<file path="src/rtl/br_inject_arbiter_pkg.sv">
// BrLite shared types: flit layout, payload type and injection FSM state encoding.
package BrLitePkg;

   localparam int unsigned BR_ID_W      = 5;
   localparam int unsigned BR_ADDR_W    = 8;
   localparam int unsigned BR_PAYLOAD_W = 16;

   typedef logic [BR_PAYLOAD_W-1:0] br_payload_t;

   typedef struct packed {
      logic [BR_ADDR_W-1:0] seq_source;
      br_payload_t          payload;
      logic                 clear;
      logic [BR_ID_W-1:0]   id;
   } br_data_t;

   typedef logic [0:0] br_inj_state_t;
   localparam br_inj_state_t ST_IDLE = 1'b0;
   localparam br_inj_state_t ST_SEND = 1'b1;

endpackage

</file>
<file path="src/rtl/br_inject_arbiter_rr.sv">
// Combinational round-robin picker: first asserted request at or after ptr, wrapping.
module br_rr_arbiter #(
   parameter int unsigned REQ_CNT = 4
) (
   input  logic [REQ_CNT-1:0]         req,
   input  logic [$clog2(REQ_CNT)-1:0] ptr,
   output logic [REQ_CNT-1:0]         gnt,
   output logic [$clog2(REQ_CNT)-1:0] idx,
   output logic                       valid
);

   localparam int unsigned IDX_W = $clog2(REQ_CNT);

   int unsigned j;

   always_comb begin
      gnt   = '0;
      idx   = '0;
      valid = 1'b0;
      j     = 0;
      for (int unsigned i = 0; i < REQ_CNT; i++) begin
         j = (32'(ptr) + i) % REQ_CNT;
         if (!valid && req[j]) begin
            valid  = 1'b1;
            gnt[j] = 1'b1;
            idx    = IDX_W'(j);
         end
      end
   end

endmodule

</file>
<file path="src/rtl/br_inject_arbiter.sv">
// Arbitrates REQ_CNT local requesters onto one BrLite injection port, one flit in flight.
// Optional BR_INJ_STATS_EN adds a saturating count of accepted flits on inj_cnt_o.
module br_inject_arbiter
   import BrLitePkg::*;
#(
   parameter int unsigned REQ_CNT  = 4,
   parameter int unsigned SRC_ADDR = 0
) (
   input  logic                         clk_i,
   input  logic                         rst_i,
   input  logic [REQ_CNT-1:0]           req_i,
   input  br_payload_t [REQ_CNT-1:0]    payload_i,
   input  logic [REQ_CNT-1:0]           clear_i,
   output logic [REQ_CNT-1:0]           ack_o,
   output br_data_t                     flit_o,
   output logic                         req_o,
   input  logic                         ack_i,
   input  logic                         busy_i,
`ifdef BR_INJ_STATS_EN
   output logic [31:0]                  inj_cnt_o,
`endif
   output logic [$clog2(REQ_CNT)-1:0]   grant_o
);

   localparam int unsigned IDX_W = $clog2(REQ_CNT);

   br_inj_state_t        state_q;
   logic [IDX_W-1:0]     rr_ptr_q;
   logic [BR_ID_W-1:0]   id_cnt_q;
   logic [REQ_CNT-1:0]   gnt_q;

   logic [REQ_CNT-1:0]   arb_gnt;
   logic [IDX_W-1:0]     arb_idx;
   logic                 arb_valid;
   logic                 start;
   logic                 done;

   br_rr_arbiter #(
      .REQ_CNT (REQ_CNT)
   ) u_rr (
      .req   (req_i),
      .ptr   (rr_ptr_q),
      .gnt   (arb_gnt),
      .idx   (arb_idx),
      .valid (arb_valid)
   );

   assign start = (state_q == ST_IDLE) && arb_valid && !busy_i;
   assign done  = (state_q == ST_SEND) && ack_i;

   // Ack follows the NoC accept in the same cycle so the requester drops req_i before
   // the next IDLE cycle can re-arbitrate.
   always_comb begin
      ack_o = '0;
      if (done) ack_o = gnt_q;
   end

   always_ff @(posedge clk_i or posedge rst_i) begin
      if (rst_i) begin
         state_q  <= ST_IDLE;
         rr_ptr_q <= '0;
         id_cnt_q <= '0;
         gnt_q    <= '0;
         grant_o  <= '0;
         req_o    <= 1'b0;
         flit_o   <= '0;
      end else if (start) begin
         state_q <= ST_SEND;
         req_o   <= 1'b1;
         grant_o <= arb_idx;
         gnt_q   <= arb_gnt;
         flit_o  <= '{seq_source: BR_ADDR_W'(SRC_ADDR),
                      payload:    payload_i[arb_idx],
                      clear:      clear_i[arb_idx],
                      id:         id_cnt_q};
      end else if (done) begin
         state_q  <= ST_IDLE;
         req_o    <= 1'b0;
         id_cnt_q <= id_cnt_q + 1'b1;
         rr_ptr_q <= (grant_o == IDX_W'(REQ_CNT - 1)) ? '0 : grant_o + 1'b1;
      end
   end

`ifdef BR_INJ_STATS_EN
   always_ff @(posedge clk_i or posedge rst_i) begin
      if (rst_i) begin
         inj_cnt_o <= '0;
      end else if (done && (inj_cnt_o != '1)) begin
         inj_cnt_o <= inj_cnt_o + 32'd1;
      end
   end
`endif

endmodule

</file>
<file path="config.mk">
export PLATFORM = sky130hd
export DESIGN_NAME = br_inject_arbiter
export DESIGN_NICKNAME = d
export VERILOG_FILES = /design/src/rtl/br_inject_arbiter_pkg.sv /design/src/rtl/br_inject_arbiter_rr.sv /design/src/rtl/br_inject_arbiter.sv
export SDC_FILE = /design/constraint.sdc
export NUM_CORES = 1
export LEC_CHECK = 0
export ABC_AREA = 1
export CORE_MARGIN = 5
export CORE_UTILIZATION = 39
export CTS_CLUSTER_SIZE = 12
export DETAILED_ROUTE_END_ITERATION = 16
export PLACE_DENSITY = 0.77
export SLEW_MARGIN = 20
export SYNTH_ARGS = -nofsm -noshare
export SYNTH_HDL_FRONTEND = slang
export SYNTH_SLANG_ARGS = --single-unit
export TNS_END_PERCENT = 30
</file>
<file path="constraint.sdc">
create_clock -name clk_i -period 2.3 [get_ports clk_i]
set_clock_uncertainty 0.2 [all_clocks]
set_input_delay 0.46 -clock clk_i [delete_from_list [all_inputs] [get_ports clk_i]]
set_output_delay 0.46 -clock clk_i [all_outputs]
set_load 0.03 [all_outputs]
</file>
# Word level (Yosys, flattened, before mapping)
# Index checks and enable logic that the tools add are counted.
# totals
reg_bits	36
latch_bits	0
mem_bits_rw	0
mem_bits_ro	0
input_bits	76
out_inout_bits	37
elab_cells	80
n_memories	0
# op_classes
add_sub_neg	5
mul	0
n_div	0
n_lt_le_gt_ge	9
n_eq_ne	1
shift	0
muxes	36
n_bitwise	5
n_reduce_logical	16
# ops
operator	count
binary-select mux 16 bit (select 2 bit)	1
2-to-1 mux 4 bit	5
2-to-1 mux 16 bit	1
< comparator 2 x 3 -> 1 bit, second input constant	5
2-to-1 mux 1 bit	15
bitwise OR 4 bit	3
binary-select mux 1 bit (select 2 bit)	5
logical AND 1 bit	10
2-to-1 mux 2 bit	5
demux 1 bit (select 2 bit)	4
>= comparator 2 x 1 -> 1 bit, second input constant	4
adder 5 x 1 -> 5 bit, second input constant	1
adder 2 x 1 -> 2 bit, second input constant	2
adder 2 bit, second input constant	2
logical NOT 1 bit	4
equality test 2 bit, second input constant	1
inverter 1 bit	2
AND reduction 2 bit	1
nonzero test 2 bit	1

# Logic depth before layout (Yosys ltp)
# Gate-level depths: netlist (run 1).
# logic_depth
depth_word	16
mapped_depth	16
mapped_depth_nobuf	14

# Cells and area by module
# A second synthesis (run 1) with hierarchy kept.
# hier_totals
hier_cells	385
hier_area_um2	2616.3
# by_module_without_submodules
mod	n_inst	cells_per_inst	area_per_inst_um2	seq_area_each_um2
br_inject_arbiter	1	311	2175.8	900.9
br_rr_arbiter	1	74	440.4	0.0

# Worst setup path before layout (run 1)
# Ideal clock, no wire load.
# synth_timing
path_kind	reg-to-reg
start	reg rr_ptr_q[0]
end	reg flit_o[21] (netlist bit)
setup_ps	124
arrival_time_ps	2018
required_ps	1976
path_slack_ps	-43
path_stages_with_launch	14
n_path_buf	3
period_less_slack_ps	2343
cell_sequence	dfrtp_1 > inv_2 > buf_6 > ha_1 > inv_1 > nand3_1 > nand2_1 > nand3b_4 > nand3_2 > buf_6 > buf_6 > or2_0 > nand3_1 > nand3_1
# synth_via
elab_chain_len	14
word_cells_on_any_way	29
classes_between	3 x add/sub; 18 x mux; 8 x reduce/logical
# synth_lines
item	line_no	source
start, declared	br_inject_arbiter.sv:28	logic [IDX_W-1:0] rr_ptr_q;
start signal, assigned	br_inject_arbiter.sv:80	rr_ptr_q <= (grant_o == IDX_W'(REQ_CNT - 1)) ? '0 : grant_o + 1'b1;
branches (longest 14 deep; another with adder 2 x 1 -> 2 bit)	--	
end signal, assigned	br_inject_arbiter.sv:72	flit_o <= '{seq_source: BR_ADDR_W'(SRC_ADDR),
end, declared	br_inject_arbiter.sv:15	output br_data_t flit_o,
# Parallel ways; which one is timed is not known. The select of a mux whose other input is x is not followed.
# A chain may end at the register's enable or synchronous reset.

# Final worst setup path (run 1)
# layout_timing
start	reg rr_ptr_q[0]
end	reg flit_o[11] (netlist bit)
# The elaborated chain is that of the path after synthesis.

==> impl_results.md, run 1 <==
* Dpl hpwl at 6.178 mm
* Sequential share of power at 0.141
* Worst-Skew Late Latency at 0.29 ns
* #FFs+latches synth at 36
* Post-route setup slack at -0.02088 ns
* Final setup vio count at 1
* Htree depth at 2
* Internal at 4.330 mW
* Clk slew on worst S/H paths at 0.08 ns
* CTS tree: built
* CTS Buf Count at 5
* Synth Area in Adders at 0.03208
* Multi-input logic area at 1694 µm²
* Total power at 8.207 mW
* CP arrival at 2.30 ns
* Die ar. at 8773 µm²
* Mapped cell area at 2730 µm²
* Max cap viols at 0
* Critical path class: reg -> reg
* GR Layer Usage met3 at 0.03125
* Peak supply drop at 0.001022 V
* CP most frequent cell: nand3_4
* Drt first-iter violations at 145
* Layout cells sized above 1 at 0.2617
* Leak pwr at 2.348 nW
* Failing checks: setup timing
* Critical Path Source Type: flop
* I/O pin count at 113
* Horiz. Die Dim at 93.67 µm
* Rows at 30
* Pin count of the biggest net entering global routing at 37
* DRC violations left at 0
* Sw frac at 0.4724
* Synth Area in Compound Gates at 0.05087
* Global-route wire length before repair at 12.31 mm
* Largest family of logic cells by synthesized area: simple AND/OR/NAND/NOR gates
* Final Cycle Share at 1.009
* All-Layer GR Usage at 0.1734
* Vias at 2992
* Power per Cell Area at 1776 nW/µm²
* CP max stage delay at 0.39 ns
* Post-Synth XOR/XNOR Area at 0.01283
* Synth Area per Inst at 6.877 µm²
* EDFF count, synth at 0
* Clock sinks at 36
* Post-synthesis sequential area ratio at 0.3300
* Vias in the first global route at 2734
* Synth unique cells at 36
* Storage element area at 900.9 µm²
* HP Class: reg -> reg
* Clock tree buffer depth at 2
* Router iterations before antenna repair at 4
* Critical-path cell list: inv_2 -> ha_4 -> inv_4 -> nand3_4 -> nand2_4 -> o21ai_4 -> nand2_2 -> nand3_4 -> clkbuf_16 -> or2_2 -> nand3_2 -> nand3_1
* Number of cells produced by synthesis at 397
* Final Wtd Congestion at 0.8090
* Grt met2 use at 0.3151
* Setup TNS at -0.02088 ns
* Initial Util at 0.4018
* Most frequent cells in the layout: nand2_1 (103), clkdlybuf4s50_1 (96), inv_1 (60)
* Synth Warn # at 0
* Asr flop ratio synth at 1.000
* CTS root buffer: clkbuf_8
* Commonest non-fill, non-tap cell in the layout: nand2_1
* CP max stage cell: dfrtp_1
* N_diodes at 0
* Switching pwr at 3.877 mW
* Global route overflow at 0
* Final net count at 617
* Multiplexer share of the synthesized area at 0
* Routed wire per std cell at 14.06 µm
* Area grow syn2layout at 69.29%
* Global routing's busiest layer: met2
* Max-slew violation count at 0
* CP endpoint kind: flop
* Max frequency at 0.4309 GHz
* CTS Hold Bufs at 0
* Total core area at 6794 µm²
* GR Util met1 at 0.2021
* Number of vias per cell at 4.742
* Clk pwr share at 0.067
* WP data required at 2.28 ns
* Number of port buffers at 104
* Fin crit period at 2.321 ns
* Top_reg_cell synth: dfrtp_1
* Final ANT Viol Nets at 0
* Fillers at 539
* Aggregate routed wire length at 8.872 mm
* RSZ-0062 raised after global routing: true
* Outcome: complete, but fails checks
* Max Fanout on Critical Path at 8
* Die height at 93.67 µm
* Combinational power share at 0.792
* Initial antenna violation count at 0
* Simple-Gate Fraction of Synth Area at 0.4093
* Final Hold Fails at 0
## power groups by stage
stage	clock, mW	sequential, mW	combinational (mW)
3_5_place_dp	0	1.15	4.64
6_report	0.553	1.16	6.50
4_1_cts	0.558	1.15	4.69
5_1_grt	0.589	1.19	7.03
2_1_floorplan	0	1.56	2.77
3_3_place_gp	0	1.15	4.50
## cell usage after synthesis (2+ instances only)
cell type  count  share of area
or2_2         10          0.023
nand3_2        2         0.0073
a31oi_1        2         0.0046
inv_1         64          0.088
inv_2          4         0.0055
nand4_1        2         0.0046
nand2_2        5          0.011
buf_6          7          0.029
nand2_4        2         0.0082
a21oi_1        4         0.0073
nor2_1         9          0.012
buf_4         11          0.030
dfrtp_1       36           0.33
ha_1           7          0.032
nor2_4         2         0.0082
or2_0          4         0.0092
nand2_1      121           0.17
buf_2          3         0.0055
xor2_1         4          0.013
o21ai_0       14          0.026
or2_1          6          0.014
nand3_1       64           0.12
## state kept, by name, indices dropped and copies added, names as in the netlist
signal and cells:
flit_o 22, state_q 1, gnt_q 4, id_cnt_q 5
rr_ptr_q 2, grant_o 2
## path summary, 6_finish.rpt
check,from,end,slack (ns),cells past startpoint
worst max-delay path,rr_ptr_q[0],flit_o[11],-0.02,12
worst min register to register,id_cnt_q[4],id_cnt_q[4],0.27,1
min in group asynchronous,rst_i,flit_o[3],0.37,3
worst max register to register,rr_ptr_q[0],flit_o[11],-0.02,12
max in group asynchronous,rst_i,flit_o[17],1.19,3
worst min-delay path,id_cnt_q[4],id_cnt_q[4],0.27,1
## metrics by stage
step | instances | util | worst slack [ns] | cell area, µm² | hold slack (ns)
floorplan | 404 | - | 0.06263 | 2769 | 0.2420
detailed placement | 606 | 0.5810 | -0.3717 | 3948 | 0.2579
global route | 631 | 0.6803 | -0.09607 | 4622 | 0.3059
CTS | 615 | 0.6011 | -0.003637 | 4084 | 0.2718
finish | 631 | 0.6803 | -0.02088 | 4622 | 0.2709
global placement | 606 | 0.5810 | -0.2881 | 3948 | 0.2579
## cells by family after synthesis
family | after synthesis
fa+ha+maj | 7
other cells | 1
simple gates | 232
buf+inv | 92
flops | 36
xor+xnor | 4
compound gates | 25
## per-layer routing
metal | vias to the layer above | wire length [µm]
met4 | 0 | 263
met5 | - | 0
li1 | 1482 | -
met2 | 97 | 4706
met1 | 1392 | 3502
met3 | 21 | 400
## repair_timing
action                                 4_1_cts  5_1_grt
setup endpoints to repair                   12       27
gates cloned                                 0        6
endpoints found under the hold margin        0        0
gates resized for setup                      1       86
pin swaps                                    1       27
buffers inserted                             1       10
## cell type report
cell class | instances | area share
clock buffers | 5 | 0.01489
clock inverters | 3 | 0.009204
inverters | 69 | 0.05874
multi-input cells | 276 | 0.3665
flip-flops and latches | 36 | 0.1949
well taps | 96 | 0.02599
repair buffers | 146 | 0.3297
## worst max-delay path, delay by kind of cell, from the launching register on
family,cells,cell delay (ns)
simple gates,7,0.91
buf+inv,3,0.41
flops,1,0.39
fa+ha+maj,1,0.23
compound gates,1,0.07
Note: power is estimated with default switching activity, not from simulation.
==> run 2: changes to the inputs <==
--- a/config.mk
+++ b/config.mk
@@ -8,6 +8,7 @@
 export ABC_AREA = 1
 export CORE_MARGIN = 5
 export CORE_UTILIZATION = 39
+export CTS_CLUSTER_DIAMETER = 150
 export CTS_CLUSTER_SIZE = 12
 export DETAILED_ROUTE_END_ITERATION = 16
 export PLACE_DENSITY = 0.77
==> results of run 2 <==
Final layout, timing and power as in run 1 (identical DEF).
==> RTL change 1: new RTL, flow settings as in run 2 <==
`REQ_CNT` is set to 4 in 2 places; all go to 8.
--- a/src/rtl/br_inject_arbiter_rr.sv
+++ b/src/rtl/br_inject_arbiter_rr.sv
@@ -1,6 +1,6 @@
 // Combinational round-robin picker: first asserted request at or after ptr, wrapping.
 module br_rr_arbiter #(
-   parameter int unsigned REQ_CNT = 4
+   parameter int unsigned REQ_CNT = 8
 ) (
    input  logic [REQ_CNT-1:0]         req,
    input  logic [$clog2(REQ_CNT)-1:0] ptr,
--- a/src/rtl/br_inject_arbiter.sv
+++ b/src/rtl/br_inject_arbiter.sv
@@ -3,7 +3,7 @@
 module br_inject_arbiter
    import BrLitePkg::*;
 #(
-   parameter int unsigned REQ_CNT  = 4,
+   parameter int unsigned REQ_CNT  = 8,
    parameter int unsigned SRC_ADDR = 0
 ) (
    input  logic                         clk_i,
Ports: changed (5 resized); port bits go from 113 to 190. No check against the original RTL was run, so the function may have changed too.
==> RTL change 1 against run 2 <==
  * Design area is 66% higher
  * Sequential cell count grew 6
  * Core utilization up 2.5 points
  * The run still ends with setup timing left
  * Setup slack got worse by 0.73 ns
  * Critical endpoint is now flit_o[16]$_DFFE_PP0P_
  * Sequential share of layout area down 5.8 points
  * Routed wire length increased by 100%
  * Area after synthesis up 59%
  * Critical path type unchanged
  * Worst hold slack improved by 0.016 ns
  * Non-clock buffer count up 123
Power is left out: the tool's default activity adds up to more than one toggle a clock period on the data nets, which glitch-free logic cannot reach.
==> RTL change 1: results (changes against run 2) <==
worst-path fanout max 6 (was 8); top cell type's share of synthesized area 24.2% (was 33.0%); Mapped Cells 731 (was 397); GRT Overall Usage 23.9% (was 17.3%); met3 wire len 1430 microns (was 400 microns); met3 GRT Util 6.27% (was 3.13%); first-pass GRT wire length 25,900 microns (was 12,300 microns); setup violators final 34 (was 1); met1 Resource Use GR 28.0% (was 20.2%); status finished, violations left (unchanged); RePlAce Congestion 1.01 (was 0.809); Met2 Routed Length 9060 microns (was 4710 microns); CP max stage delay 0.49 ns (was 0.39 ns); wire length per cell 16.3 microns (was 14.1 microns); met2 Usage GRT 41.5% (was 31.5%); Area after DPL 0.00679 sq mm (was 0.00395 sq mm); vias in the first global route 5,497 (was 2,734); adder-cell share of the synthesized area 2.59% (was 3.21%); dpl hpwl 12,800 microns (was 6180 microns); pre-CTS setup slack -0.831 ns (was -0.372 ns); M1 WL 6830 microns (was 3500 microns); Clock Pin Slew Worst Setup and Hold Paths 0.09 ns; Largest regs flit_o x22, gnt_q x8, id_cnt_q x5 (was flit_o x22, id_cnt_q x5, gnt_q x4); final worst slack -0.751 ns (was -0.0209 ns); violation count after the first detailed-route iteration 389 (was 145); Crit-path slowest cell dfrtp_2 (was dfrtp_1); number of port buffers 181 (was 104); share of layout cells above drive strength 1 23.7% (was 26.2%); routed vias/inst 5.35 (was 4.74); largest net degree at the start of global routing 43 (was 37); top post-synthesis cells by area dfrtp_1, nand3_1, nand2_1, inv_1, nor2_1 (was dfrtp_1, nand2_1, nand3_1, inv_1, ha_1); failing checks setup timing (unchanged); Synth Area in XOR/XNOR 0.806% (was 1.28%); mux share of post-synthesis cell area 0% (unchanged); # H-tree levels 2 (unchanged); Commonest cells post-synth nand2_1, nand3_1, inv_1, nor2_1, dfrtp_1 (was nand2_1, inv_1, nand3_1, dfrtp_1, o21ai_0); post-synthesis compound-gate area fraction 7.46% (was 5.09%); Seq/Total Area, Yosys 24.2% (was 33.0%); crit path DAT 3.09 ns (was 2.30 ns); Num CTS Buffers 5 (unchanged); First-pass DRT Iterations 5 (was 4); Layout Cells excl Fill 1,107 (was 631); final setup TNS -18.58 ns (was -0.0209 ns)
-- RTL change 1: cell types whose count changed in the layout (fill, tap and decap cells not counted), moves of 9 or more --
cell | before | now
nand2_1 | 103 | 220
buf_12 | 4 | 14
nor3_1 | 1 | 10
inv_1 | 60 | 43
clkdlybuf4s50_1 | 96 | 173
a21oi_1 | 3 | 16
nand3_2 | 30 | 40
nor2_2 | 0 | 10
buf_4 | 30 | 69
nand3_1 | 33 | 142
nor2_1 | 9 | 34
-- RTL change 1: worst paths after layout --
path,from,endpoint,slack [ns],cells past startpoint
max reg2reg,rr_ptr_q[0]$_DFFE_PP0P_,flit_o[16]$_DFFE_PP0P_,-0.75,20
min,flit_o[5]$_DFFE_PP0P_,flit_o[5]$_DFFE_PP0P_,0.29,2
max,rr_ptr_q[0]$_DFFE_PP0P_,flit_o[16]$_DFFE_PP0P_,-0.75,20
min reg2reg,flit_o[5]$_DFFE_PP0P_,flit_o[5]$_DFFE_PP0P_,0.29,2
min in group asynchronous,rst_i,id_cnt_q[0]$_DFFE_PP0P_,0.30,3
max in group asynchronous,rst_i,rr_ptr_q[1]$_DFFE_PP0P_,1.38,3
-- RTL change 1: timing repair --
item,in CTS,in global routing
gates resized for setup,44,80
setup endpoints to repair,34,38
gates cloned,3,7
buffers inserted,5,4
pin swaps,16,25
hold endpoints to repair,0,0
-- RTL change 1: tightest hold or removal path, stage by stage (launching register included) --
cell and delay (ns):
dfrtp_1 0.35, nand2_1 0.06, nand2_1 0.05
-- RTL change 1: final cells by class --
cell class	count	area [sq um]
well taps	140	175
inverters	57	236
clock buffers	6	72.6
flip-flops and latches	42	1050
fillers	886	3210
multi-input cells	590	3310
repair inverters	1	7.51
clock inverters	2	37.5
repair buffers	269	2780
==> RTL change 2: new RTL, flow settings as in run 2 <==
Without the edit above. The option `BR_INJ_STATS_EN` is turned on by a define.
--- a/src/rtl/br_inject_arbiter.sv
+++ b/src/rtl/br_inject_arbiter.sv
@@ -1,5 +1,7 @@
 // Arbitrates REQ_CNT local requesters onto one BrLite injection port, one flit in flight.
 // Optional BR_INJ_STATS_EN adds a saturating count of accepted flits on inj_cnt_o.
+`define BR_INJ_STATS_EN
+
 module br_inject_arbiter
    import BrLitePkg::*;
 #(
Check against the original RTL (old outputs only; new: inj_cnt_o): equivalent (equiv_simple and equiv_induct, registers matched by name and starting in step).
==> RTL change 2 against run 2 <==
  * The flow now finishes without violations
  * Routed wire length is 38% higher
  * Total power decreased by 2.1%
  * Setup slack better by 0.14 ns
  * Synthesized cell count rose by 59%
  * Critical path depth fell by 11
  * Sequential cell count is 32 higher
  * Area after synthesis grew 64%
  * Core utilization decreased by 11 points
  * Design area is 41% higher
==> RTL change 2: results (changes against run 2) <==
status completed (was finished, violations left); Mapped Cells 633 (was 397); crit path launch inj_cnt_o[25]$_DFFE_PP0P_ (was rr_ptr_q[0]$_DFFE_PP0P_); Clock Pin Slew Worst Setup and Hold Paths 0.05 ns (was 0.08 ns); Critical Path End inj_cnt_o[25] (was flit_o[11]$_DFFE_PP0P_); CP top delay family buffers and inverters (was simple AND/OR/NAND/NOR gates); CTS root buf clkbuf_16 (was clkbuf_8); worst-path fanout max 6 (was 8); Commonest cells post-synth nand2_1, inv_1, nand3_1, dfrtp_1, nor2_1 (was nand2_1, inv_1, nand3_1, dfrtp_1, o21ai_0); HP Start flit_o[15]$_DFFE_PP0P_ (was id_cnt_q[4]$_DFFE_PP0P_); Hold Path Depth 2 (was 1); first-pass GRT wire length 19,600 microns (was 12,300 microns); clk_lat worst skew 0.32 ns (was 0.29 ns); Num CTS Buffers 9 (was 5); adder-cell share of the synthesized area 2.23% (was 3.21%); M1 WL 5250 microns (was 3500 microns); met3 wire len 701 microns (was 400 microns); Synth Area in XOR/XNOR 6.64% (was 1.28%); post-synthesis compound-gate area fraction 3.10% (was 5.09%); met2 Usage GRT 30.0% (was 31.5%); nonclk inv count 103 (was 69); share of layout cells above drive strength 1 10.6% (was 26.2%); hold worst-path end flit_o[15]$_DFFE_PP0P_ (was id_cnt_q[4]$_DFFE_PP0P_); Non-clock buffers, area share 25.5% (was 33.0%); Layout Cells excl Fill 943 (was 631); FF+latch area 0.00170 sq mm (was 901 sq um); Die W 117 microns (was 93.7 microns); pre-CTS setup slack -0.265 ns (was -0.372 ns); First-pass DRT Iterations 5 (was 4); crit path DAT 1.52 ns (was 2.30 ns); number of port buffers 136 (was 104); reg2reg setup slack 0.15 ns (was -0.02 ns); unique cell type count in the Yosys netlist 34 (was 36); Crit-path slowest cell clkdlybuf4s50_1 (was dfrtp_1); Seq/Total Area, Yosys 37.9% (was 33.0%); R2R Path End inj_cnt_o[19]$_DFFE_PP0P_ (was flit_o[11]$_DFFE_PP0P_); Clock-cell share 4.15% (was 2.41%); violation count after the first detailed-route iteration 230 (was 145); top post-synthesis cells by area dfrtp_1, nand2_1, nand3_1, inv_1, xor2_1 (was dfrtp_1, nand2_1, nand3_1, inv_1, ha_1); number of instances in the placed design 926 (was 606); met1 Resource Use GR 22.8% (was 20.2%); # H-tree levels 3 (was 2)
-- RTL change 2: timing repair --
action	in CTS	in global routing
setup endpoints to repair	0	48
buffers inserted	0	1
gates resized for setup	0	19
-- RTL change 2: power by group --
| group | internal, mW | switching [mW] |
|---|---|---|
| clock | 0.779 | 0.465 |
| sequential | 1.56 | 0.237 |
| combinational | 2.00 | 3.00 |
| total | 4.34 | 3.70 |
-- RTL change 2: metrics by stage --
step | setup TNS, ns | instance area [sq um] | hold slack, ns
finish | 0 | 6510 | 0.276
global route | -0.0775 | 6510 | 0.290
CTS | 0 | 6440 | 0.279
detailed placement | -6.67 | 6170 | 0.264
global placement | -5.51 | 6170 | 0.257
floorplan | 0 | 4520 | 0.242
-- RTL change 2: cell families after synthesis --
kind of cell               Yosys count
other                                1
DFF                                 68
AOI/OAI and AO/OA                   26
and+or+nand+nor                    372
buffers and inverters              124
xor gates and xnor gates            34
adders and majority gates            8
